## config.mk

```make
export PLATFORM = sky130hd
export DESIGN_NAME = uart_tx_arbiter_flat
export DESIGN_NICKNAME = d
export VERILOG_FILES = /design/src/rtl/uart_pkg.sv /design/src/rtl/uart_tx_arbiter_if.sv /design/src/rtl/rr_arbiter.sv /design/src/rtl/uart_tx_arbiter.sv /design/src/flat_wrapper.sv
export SDC_FILE = /design/constraint.sdc
export NUM_CORES = 1
export LEC_CHECK = 0
export ABC_AREA = 1
export CORE_MARGIN = 3
export CORE_UTILIZATION = 43
export CTS_BUF_LIST = sky130_fd_sc_hd__clkbuf_8
export CTS_CLUSTER_SIZE = 24
export DETAILED_ROUTE_END_ITERATION = 10
export PLACE_DENSITY_LB_ADDON = 0.25
export RECOVER_POWER = 100
export SLEW_MARGIN = 20
export SYNTH_ARGS = -nofsm -noshare
export SYNTH_HDL_FRONTEND = slang
export SYNTH_SLANG_ARGS = --single-unit
```

## constraint.sdc

```tcl
create_clock -name clk_50m -period 6.3 [get_ports clk_50m]
set_input_delay 1.26 -clock clk_50m [delete_from_list [all_inputs] [get_ports clk_50m]]
set_output_delay 1.26 -clock clk_50m [all_outputs]
set_load 0.05 [all_outputs]
```

## src/rtl/uart_pkg.sv

```systemverilog
// Shared UART arbiter definitions: FSM state encoding, data width and a one-hot to index helper.
package uart_pkg;

  localparam int UART_DATA_W = 8;

  typedef enum logic [1:0] {
    ST_IDLE       = 2'd0,
    ST_ISSUE      = 2'd1,
    ST_WAIT_START = 2'd2,
    ST_WAIT_DONE  = 2'd3
  } arb_state_t;

  // Up to 8 requesters, so a fixed 8-bit view covers every legal NUM_REQ.
  function automatic logic [2:0] oh_idx(input logic [7:0] oh);
    oh_idx = 3'd0;
    for (int i = 0; i < 8; i++)
      if (oh[i]) oh_idx = 3'(i);
  endfunction

endpackage

```

## src/rtl/uart_tx_arbiter_if.sv

```systemverilog
// Requester/transmitter bundle for uart_tx_arbiter. req_lock exists only when
// UART_TX_ARB_LOCK_EN is defined.
interface uart_tx_arbiter_if import uart_pkg::*; #(
  parameter int NUM_REQ = 4
) ();
  localparam int ID_W = $clog2(NUM_REQ);

  logic [NUM_REQ-1:0]                  req_valid;
  logic [NUM_REQ-1:0][UART_DATA_W-1:0] req_data;
  logic [NUM_REQ-1:0]                  req_ready;
`ifdef UART_TX_ARB_LOCK_EN
  logic [NUM_REQ-1:0]                  req_lock;
`endif
  logic [UART_DATA_W-1:0]              tx_data;
  logic                                tx_wr_en;
  logic                                tx_busy;
  logic [ID_W-1:0]                     grant_id;
  logic                                arb_busy;
  logic                                tx_err;

  modport master (
    output req_valid, req_data, tx_busy,
`ifdef UART_TX_ARB_LOCK_EN
    output req_lock,
`endif
    input  req_ready, tx_data, tx_wr_en, grant_id, arb_busy, tx_err
  );

  modport slave (
    input  req_valid, req_data, tx_busy,
`ifdef UART_TX_ARB_LOCK_EN
    input  req_lock,
`endif
    output req_ready, tx_data, tx_wr_en, grant_id, arb_busy, tx_err
  );

endinterface

```

## src/rtl/rr_arbiter.sv

```systemverilog
// Combinational rotating-priority picker: first set request strictly after ptr, with wrap.
module rr_arbiter #(
  parameter int N = 4
) (
  input  logic [N-1:0]         req,
  input  logic [$clog2(N)-1:0] ptr,
  output logic [N-1:0]         gnt,
  output logic                 vld
);
  localparam int IW = $clog2(N);

  logic [IW-1:0] idx;
  logic          found;

  always_comb begin
    gnt   = '0;
    idx   = '0;
    found = 1'b0;
    // off = N revisits ptr itself last, so the previous winner has lowest priority.
    for (int off = 1; off <= N; off++) begin
      idx = IW'((int'(ptr) + off) % N);
      if (!found && req[idx]) begin
        gnt[idx] = 1'b1;
        found    = 1'b1;
      end
    end
  end

  assign vld = |req;

endmodule

```

## src/rtl/uart_tx_arbiter.sv

```systemverilog
// Round-robin sharing of one UART transmitter among NUM_REQ byte sources.
// Optional UART_TX_ARB_LOCK_EN lets a locked grantee keep the transmitter for multi-byte packets.
module uart_tx_arbiter import uart_pkg::*; #(
  parameter int NUM_REQ      = 4,
  parameter int BUSY_TIMEOUT = 15
) (
  input logic              clk_50m,
  input logic              clear,
  uart_tx_arbiter_if.slave bus
);
  localparam int ID_W = $clog2(NUM_REQ);

  arb_state_t         state;
  logic [ID_W-1:0]    ptr;
  logic [7:0]         cnt;
  logic [NUM_REQ-1:0] rr_gnt;
  logic               rr_vld;
  logic [ID_W-1:0]    rr_idx;
  logic [ID_W-1:0]    win;

  rr_arbiter #(.N(NUM_REQ)) u_rr (
    .req (bus.req_valid),
    .ptr (ptr),
    .gnt (rr_gnt),
    .vld (rr_vld)
  );

  assign rr_idx = ID_W'(oh_idx(8'(rr_gnt)));

`ifdef UART_TX_ARB_LOCK_EN
  logic lock_hold;
  // A lock sampled on the way back to IDLE only sticks while its owner still has a byte.
  assign win = (lock_hold && bus.req_valid[bus.grant_id]) ? bus.grant_id : rr_idx;
`else
  assign win = rr_idx;
`endif

  always_ff @(posedge clk_50m or posedge clear) begin
    if (clear) begin
      state         <= ST_IDLE;
      ptr           <= ID_W'(NUM_REQ - 1);
      cnt           <= 8'd0;
      bus.req_ready <= '0;
      bus.tx_data   <= '0;
      bus.tx_wr_en  <= 1'b0;
      bus.grant_id  <= '0;
      bus.arb_busy  <= 1'b0;
      bus.tx_err    <= 1'b0;
`ifdef UART_TX_ARB_LOCK_EN
      lock_hold     <= 1'b0;
`endif
    end else begin
      bus.req_ready <= '0;
      bus.tx_wr_en  <= 1'b0;
      bus.tx_err    <= 1'b0;
      case (state)
        ST_IDLE: begin
          // Waiting on tx_busy also covers a reset that landed mid-frame.
          if (rr_vld && !bus.tx_busy) begin
            state         <= ST_ISSUE;
            bus.tx_data   <= bus.req_data[win];
            bus.grant_id  <= win;
            ptr           <= win;
            bus.req_ready <= NUM_REQ'(1) << win;
            bus.tx_wr_en  <= 1'b1;
            bus.arb_busy  <= 1'b1;
          end
        end
        ST_ISSUE: begin
          state <= ST_WAIT_START;
          cnt   <= 8'd0;
        end
        ST_WAIT_START: begin
          if (bus.tx_busy) begin
            state <= ST_WAIT_DONE;
            cnt   <= 8'd0;
          end else if (cnt == 8'(BUSY_TIMEOUT - 1)) begin
            // Byte is dropped, not retried; the requester already saw ready.
            state        <= ST_IDLE;
            cnt          <= 8'd0;
            bus.tx_err   <= 1'b1;
            bus.arb_busy <= 1'b0;
`ifdef UART_TX_ARB_LOCK_EN
            lock_hold    <= bus.req_lock[bus.grant_id];
`endif
          end else begin
            cnt <= cnt + 8'd1;
          end
        end
        ST_WAIT_DONE: begin
          if (!bus.tx_busy) begin
            state        <= ST_IDLE;
            bus.arb_busy <= 1'b0;
`ifdef UART_TX_ARB_LOCK_EN
            lock_hold    <= bus.req_lock[bus.grant_id];
`endif
          end
        end
        default: state <= ST_IDLE;
      endcase
    end
  end

endmodule

```

## src/flat_wrapper.sv

```systemverilog
// flat-port wrapper written by rule: the top's interface ports become plain ports
module uart_tx_arbiter_flat import uart_pkg::*;
#(
  parameter int NUM_REQ      = 4,
  parameter int BUSY_TIMEOUT = 15
)
  (clk_50m, clear, bus_req_valid, bus_req_data, bus_tx_busy, bus_req_ready, bus_tx_data, bus_tx_wr_en, bus_grant_id, bus_arb_busy, bus_tx_err);
  uart_tx_arbiter_if #(.NUM_REQ(NUM_REQ)) bus_i ();
  input logic clk_50m;
  input logic clear;
  input wire logic [$bits(bus_i.req_valid)-1:0] bus_req_valid;
  input wire logic [$bits(bus_i.req_data)-1:0] bus_req_data;
  input wire logic [$bits(bus_i.tx_busy)-1:0] bus_tx_busy;
  output wire logic [$bits(bus_i.req_ready)-1:0] bus_req_ready;
  output wire logic [$bits(bus_i.tx_data)-1:0] bus_tx_data;
  output wire logic [$bits(bus_i.tx_wr_en)-1:0] bus_tx_wr_en;
  output wire logic [$bits(bus_i.grant_id)-1:0] bus_grant_id;
  output wire logic [$bits(bus_i.arb_busy)-1:0] bus_arb_busy;
  output wire logic [$bits(bus_i.tx_err)-1:0] bus_tx_err;
  assign bus_i.req_valid = bus_req_valid;
  assign bus_i.req_data = bus_req_data;
  assign bus_i.tx_busy = bus_tx_busy;
  assign bus_req_ready = bus_i.req_ready;
  assign bus_tx_data = bus_i.tx_data;
  assign bus_tx_wr_en = bus_i.tx_wr_en;
  assign bus_grant_id = bus_i.grant_id;
  assign bus_arb_busy = bus_i.arb_busy;
  assign bus_tx_err = bus_i.tx_err;
  uart_tx_arbiter #(.NUM_REQ(NUM_REQ), .BUSY_TIMEOUT(BUSY_TIMEOUT)) u_core (.clk_50m(clk_50m), .clear(clear), .bus(bus_i));
endmodule
```

Word level (Yosys, flattened, before mapping). Index checks and enable logic that the tools add are counted.

Register bits: 29. Output and inout port bits: 17. Input port bits: 39. Word-level logic and storage cells: 103.

Magnitude comparators: 9. Shifts and indexed selects: 1. Add/subtract/negate cells: 5. Bitwise operators: 3. Mux-type cells: 48. Reduce and logical (&&, ||, !) cells: 19. Equality and inequality tests: 9.

Operators with widths (number): $mux 4 (6); $mux 8 (3); $mux 1 (21); $bmux 8 s2 (1); $pmux 8 s2 (1); $lt 2x3->1 const B (5); $mux 2 (6); $or 4x4->4 (3); $add 8x1->8 const B (1); $bmux 1 s2 (4); $demux 1 s2 (4); $eq 8x4->1 const B (1); $ge 2x1->1 const B (4); $logic_and 1x1->1 (8); $pmux 2 s4 (1); $reduce_and 5->1 (1); $add 2x1->2 const B (2); $add 2x2->2 const B (2); $eq 2x2->1 const B (2); $logic_not 1->1 (4); $ne 2x1->1 const B (2); $ne 2x2->1 const B (2); $reduce_or 4->1 (1); $shl 1x2->4 const A (1); other kinds (8) (8).

Depth between registers and ports, before layout.
Depth after elaboration: 19. Depth in mapped cells: 16. Mapped depth without buffers: 16.

Modules after synthesis. Synthesis repeated with hierarchy kept, for this count alone.

Cells, all modules: 312. Area total of the unflattened synthesis: 2167.1 µm².

By module, submodules not included: uart_tx_arbiter (area each 1739.2 µm², sequential area each 728.2 µm², times used 1, cells an instance 236); rr_arbiter (area each 427.9 µm², sequential area each 0.0 µm², times used 1, cells an instance 76).

Worst setup path before layout. No wires, ideal clock.

Path kind: input to register. Start point: input port bus_req_valid[2]. End point: register u_core.bus.tx_data[7]. Arrival: 2334 ps. Data required time: 6185 ps. Stages on the path: 13. Path buffers: 1. Setup time: 115 ps. Setup slack: 3851 ps. Cell sequence: nand2_1 -> nand3_2 -> nand2_4 -> nand2_4 -> nor2_4 -> nand2_2 -> nand3_2 -> nor2_4 -> buf_6 -> nand3_1 -> nand2_1 -> nor2_1 -> nor2_1.

Longest elaborated chain between the ends: 17. Elaborated cells on any way between the ends: 32. Those cells by class: 20 x mux; 3 x bitwise; 9 x reduce/logical.

RTL lines: from (decl) (RTL line flat_wrapper.sv:11) `input wire logic [$bits(bus_i.req_valid)-1:0] bus_req_valid;`; $bmux 1 s2 (RTL line rr_arbiter.sv:22) `if (!found && req[idx]) begin`; $mux 1 (not written as such) (RTL line rr_arbiter.sv:22); $mux 1 (RTL line rr_arbiter.sv:22); $logic_not 1->1 (RTL line rr_arbiter.sv:22); $logic_and 1x1->1 (RTL line rr_arbiter.sv:22); $mux 1 (RTL line rr_arbiter.sv:22); $logic_not 1->1 (RTL line rr_arbiter.sv:22); $logic_and 1x1->1 (RTL line rr_arbiter.sv:22); $mux 1 (RTL line rr_arbiter.sv:22); $logic_not 1->1 (RTL line rr_arbiter.sv:22); $logic_and 1x1->1 (RTL line rr_arbiter.sv:22); $mux 4 (RTL line rr_arbiter.sv:22); $mux 1 (RTL line uart_pkg.sv:17) `if (oh[i]) oh_idx = 3'(i);`; $mux 2 (2 in a row) (RTL line uart_pkg.sv:17); $bmux 8 s2 (RTL line uart_tx_arbiter.sv:61) `bus.tx_data <= bus.req_data[win];`; $mux 8 (not written as such) (RTL line uart_tx_arbiter.sv:61); to (signal assigned) (RTL line uart_tx_arbiter.sv:61); to (decl) (RTL line uart_tx_arbiter_if.sv:34) `output req_ready, tx_data, tx_wr_en, grant_id, arb_busy, tx_err`.

Parallel ways exist; a longest one is shown, timed or not. The select of a mux whose other input is x is not followed. A chain may end at the register's enable or synchronous reset.

Worst setup path after layout.
Start point: input port bus_req_valid[1]. End point: register u_core.bus.tx_data[5].

The elaborated chain is that of the path after synthesis.

==> impl_metrics.json <==
{
  "setup_violations": 0,
  "drt-initial-drc-count": 77,
  "cts_tree": "done",
  "grt_max_degree": 30,
  "routed_wl_um": 4688,
  "multi_input_area_mm2": 0.001102,
  "slowest_delay_ps": 900,
  "power.density_mw_per_mm2": 525.9,
  "antenna_found_initial": 0,
  "cts_sinks": 29,
  "slew_viol_final": 30,
  "die_h_um": 75.14,
  "rsz0062_at_grt": "false",
  "rows": 24,
  "tightest_slew_ps": 1578,
  "cts_buffer_depth": 2,
  "fin_crit_ps": 4052,
  "vias_per_cell": 4.891,
  "nets": 395,
  "crit_required_ps": 6500,
  "vias": 1932,
  "cts_root_buffer": "clkbuf_8",
  "hp-class": "register to register",
  "power_w": 0.001413,
  "hold_buffers": 0,
  "grtUsageTotal": 0.1802,
  "syn_nets": 337,
  "cts_resized": 0,
  "cp_max_fo": 17,
  "antenna_cells": 0,
  "yosys_register_bits": 29,
  "violations": "max-capacitance violations, max-slew violations",
  "syn_area_mm2": 0.002056,
  "netlist_instances": 284,
  "first_pass_iters": 4,
  "min_period_over_period": 0.6431,
  "hpwl_um": 3592,
  "postRouteAntennaNets": 0,
  "clkTransAtPathRegs_ps": 60,
  "numCtsBuffers": 5,
  "ys_warn_count": 0,
  "core_mm2": 0.004474,
  "path_common_cell": "nand2_1",
  "tns_ps": 0,
  "die_area_mm2": 0.005646,
  "synth_top_area_frac": 0.3287,
  "crit_chain": "dlygate4sd3_1, nand2_1, nand3_1, nand2_1, nand2_1, nor2_4, nand2_2, nand3_1, nor2_1, nand3_1, nand2_1, nor2_1, nor2_1",
  "outcome": "finished, violations left",
  "cp_slowest_cell": "nor2_1",
  "hold_violations": 0,
  "post_cts_buffers": 0,
  "max_slew_margin": -0.05205,
  "p_leak_nw": 1.362,
  "arrival_ps": 4250,
  "netlist_top_cells_area": "dfrtp_1 (33%), nand2_1 (14%), nand3_1 (9.7%)",
  "grt_first_pass_wirelength_um": 7866,
  "drc": 0,
  "syn_area_per_cell_um2": 7.238,
  "synth_cell_type_count": 30,
  "ys_seq_area_frac": 0.3542,
  "clkLatencyLatePin_ps": 280,
  "ioPinCount": 56,
  "max-cap-violations": 1,
  "end_kind": "register",
  "max_freq_mhz": 246.8,
  "design_area_mm2": 0.002686,
  "grt_pass1_vias": 1807,
  "wl_per_cell_um": 11.87,
  "gp_congestion": 0.8346,
  "synth_top_area_cell": "dfrtp_1",
  "portBuffers": 55,
  "syn_to_final_growth_pct": 30.68,
  "ir_worst_vdd_v": 0.0003587,
  "finClkSkew_ps": 3.288,
  "die_x_um": 75.14,
  "grt-ovfl-total": 0,
  "final-seq-area_um2": 728.2,
  "drive_gt1_frac": 0.09038,
  "cp-start-kind": "primary input",
  "dpl_cell_area_mm2": 0.002643,
  "fillerInstances": 409,
  "htree_levels": 2,
  "critPathKind": "primary input to register",
  "initial_core_util": 0.4595
}
## cells in the mapped netlist, drive strengths merged
library cell / number
a21oi: 3
a22oi: 1
buf: 4
clkbuf: 1
dfrtp: 27
dfstp: 2
ha: 14
inv: 41
nand2: 81
nand3: 44
nand4: 1
nor2: 34
nor3: 4
nor4: 4
o21ai: 7
o22ai: 1
o31ai: 1
o41ai: 1
or2: 8
xnor2: 1
xor2: 4
## worst max-delay path: cells and delay by family
kind / cells / cell delay, ps
buffers and inverters: 1 / 600
AND/OR/NAND/NOR: 12 / 2390
## registers in the layout, summed over array words and instances, names as in the netlist
register              flops
u_core.cnt                8
u_core.bus.req_ready      4
u_core.bus.grant_id       2
u_core.bus.tx_err         1
u_core.bus.tx_data        8
u_core.bus.tx_wr_en       1
u_core.ptr                2
u_core.state              2
u_core.bus.arb_busy       1
## final timing paths
check                                   endpoint  slack, ps  cells past startpoint           startpoint
setup / recovery           u_core.bus.tx_data[5]       2250                     13     bus_req_valid[1]
hold / removal               u_core.bus.arb_busy        490                      2  u_core.bus.arb_busy
min in group asynchronous    u_core.bus.arb_busy       1970                      3                clear
setup reg to reg           u_core.bus.tx_data[5]       2710                     14        u_core.ptr[1]
hold reg to reg              u_core.bus.arb_busy        490                      2  u_core.bus.arb_busy
max in group asynchronous          u_core.cnt[1]       3420                      3                clear
## placed cells by master (no fill, tap or decap), types with 3 or more instances in the layout
cell type | netlist | layout
inv_2 | 5 | 5
nand3_1 | 40 | 42
xor2_1 | 4 | 4
nor3_1 | 4 | 4
nor2_4 | 4 | 3
o21ai_0 | 5 | 6
inv_1 | 36 | 37
nand2_1 | 75 | 77
dfrtp_1 | 27 | 27
nor4_1 | 4 | 4
or2_2 | 8 | 8
a21oi_1 | 3 | 3
clkdlybuf4s50_1 | 0 | 35
ha_1 | 14 | 14
nand2_2 | 4 | 4
clkbuf_8 | 0 | 5
dlygate4sd3_1 | 0 | 20
nor2_1 | 30 | 31
## report_power, final
group	internal (W)	total (W)	switching, W
Sequential	0.000254	0.000295	0.0000417
Combinational	0.000304	0.000972	0.000668
Clock	0.0000747	0.000145	0.0000702
## final cells by class
| cell class | count | area share |
|---|---|---|
| clock buffer | 5 | 0.02562 |
| timing repair buffer | 56 | 0.2063 |
| inverter | 41 | 0.05729 |
| sequential | 29 | 0.2711 |
| multi-input combinational | 209 | 0.4103 |
| clock inverter | 3 | 0.005123 |
| tap | 52 | 0.02422 |
## cells by family (layout without fill, tap and decap cells)
family / Yosys count / after routing / synth area share
AOI/OAI and AO/OA: 14 / 14 / 0.03895
xor gates and xnor gates: 5 / 5 / 0.02130
adders and majority gates: 14 / 14 / 0.08521
buffers and inverters: 46 / 105 / 0.09373
DFF: 29 / 29 / 0.3542
and+or+nand+nor: 176 / 176 / 0.4066
## per-layer routing
layer  part of all wire  wire length (µm)  global-route usage
met1               0.45              2123              0.2353
met2               0.48              2242              0.2911
met4              0.018                85             0.05631
met5                  0                 0                   0
met3              0.051               237             0.04940
## metrics by stage
stage / utilization / worst slack [ps] / instances / hold slack (ps)
2_1_floorplan: - / 3851 / 284 / 499.6
3_3_place_gp: 0.5900 / 2768 / 387 / 469.9
3_5_place_dp: 0.5906 / 2843 / 387 / 482.1
4_1_cts: 0.6091 / 3125 / 395 / 499.1
5_1_grt: 0.6004 / 1890 / 395 / 535.3
6_report: 0.6004 / 2248 / 395 / 492.8
Note: power is estimated with default switching activity, not from simulation.
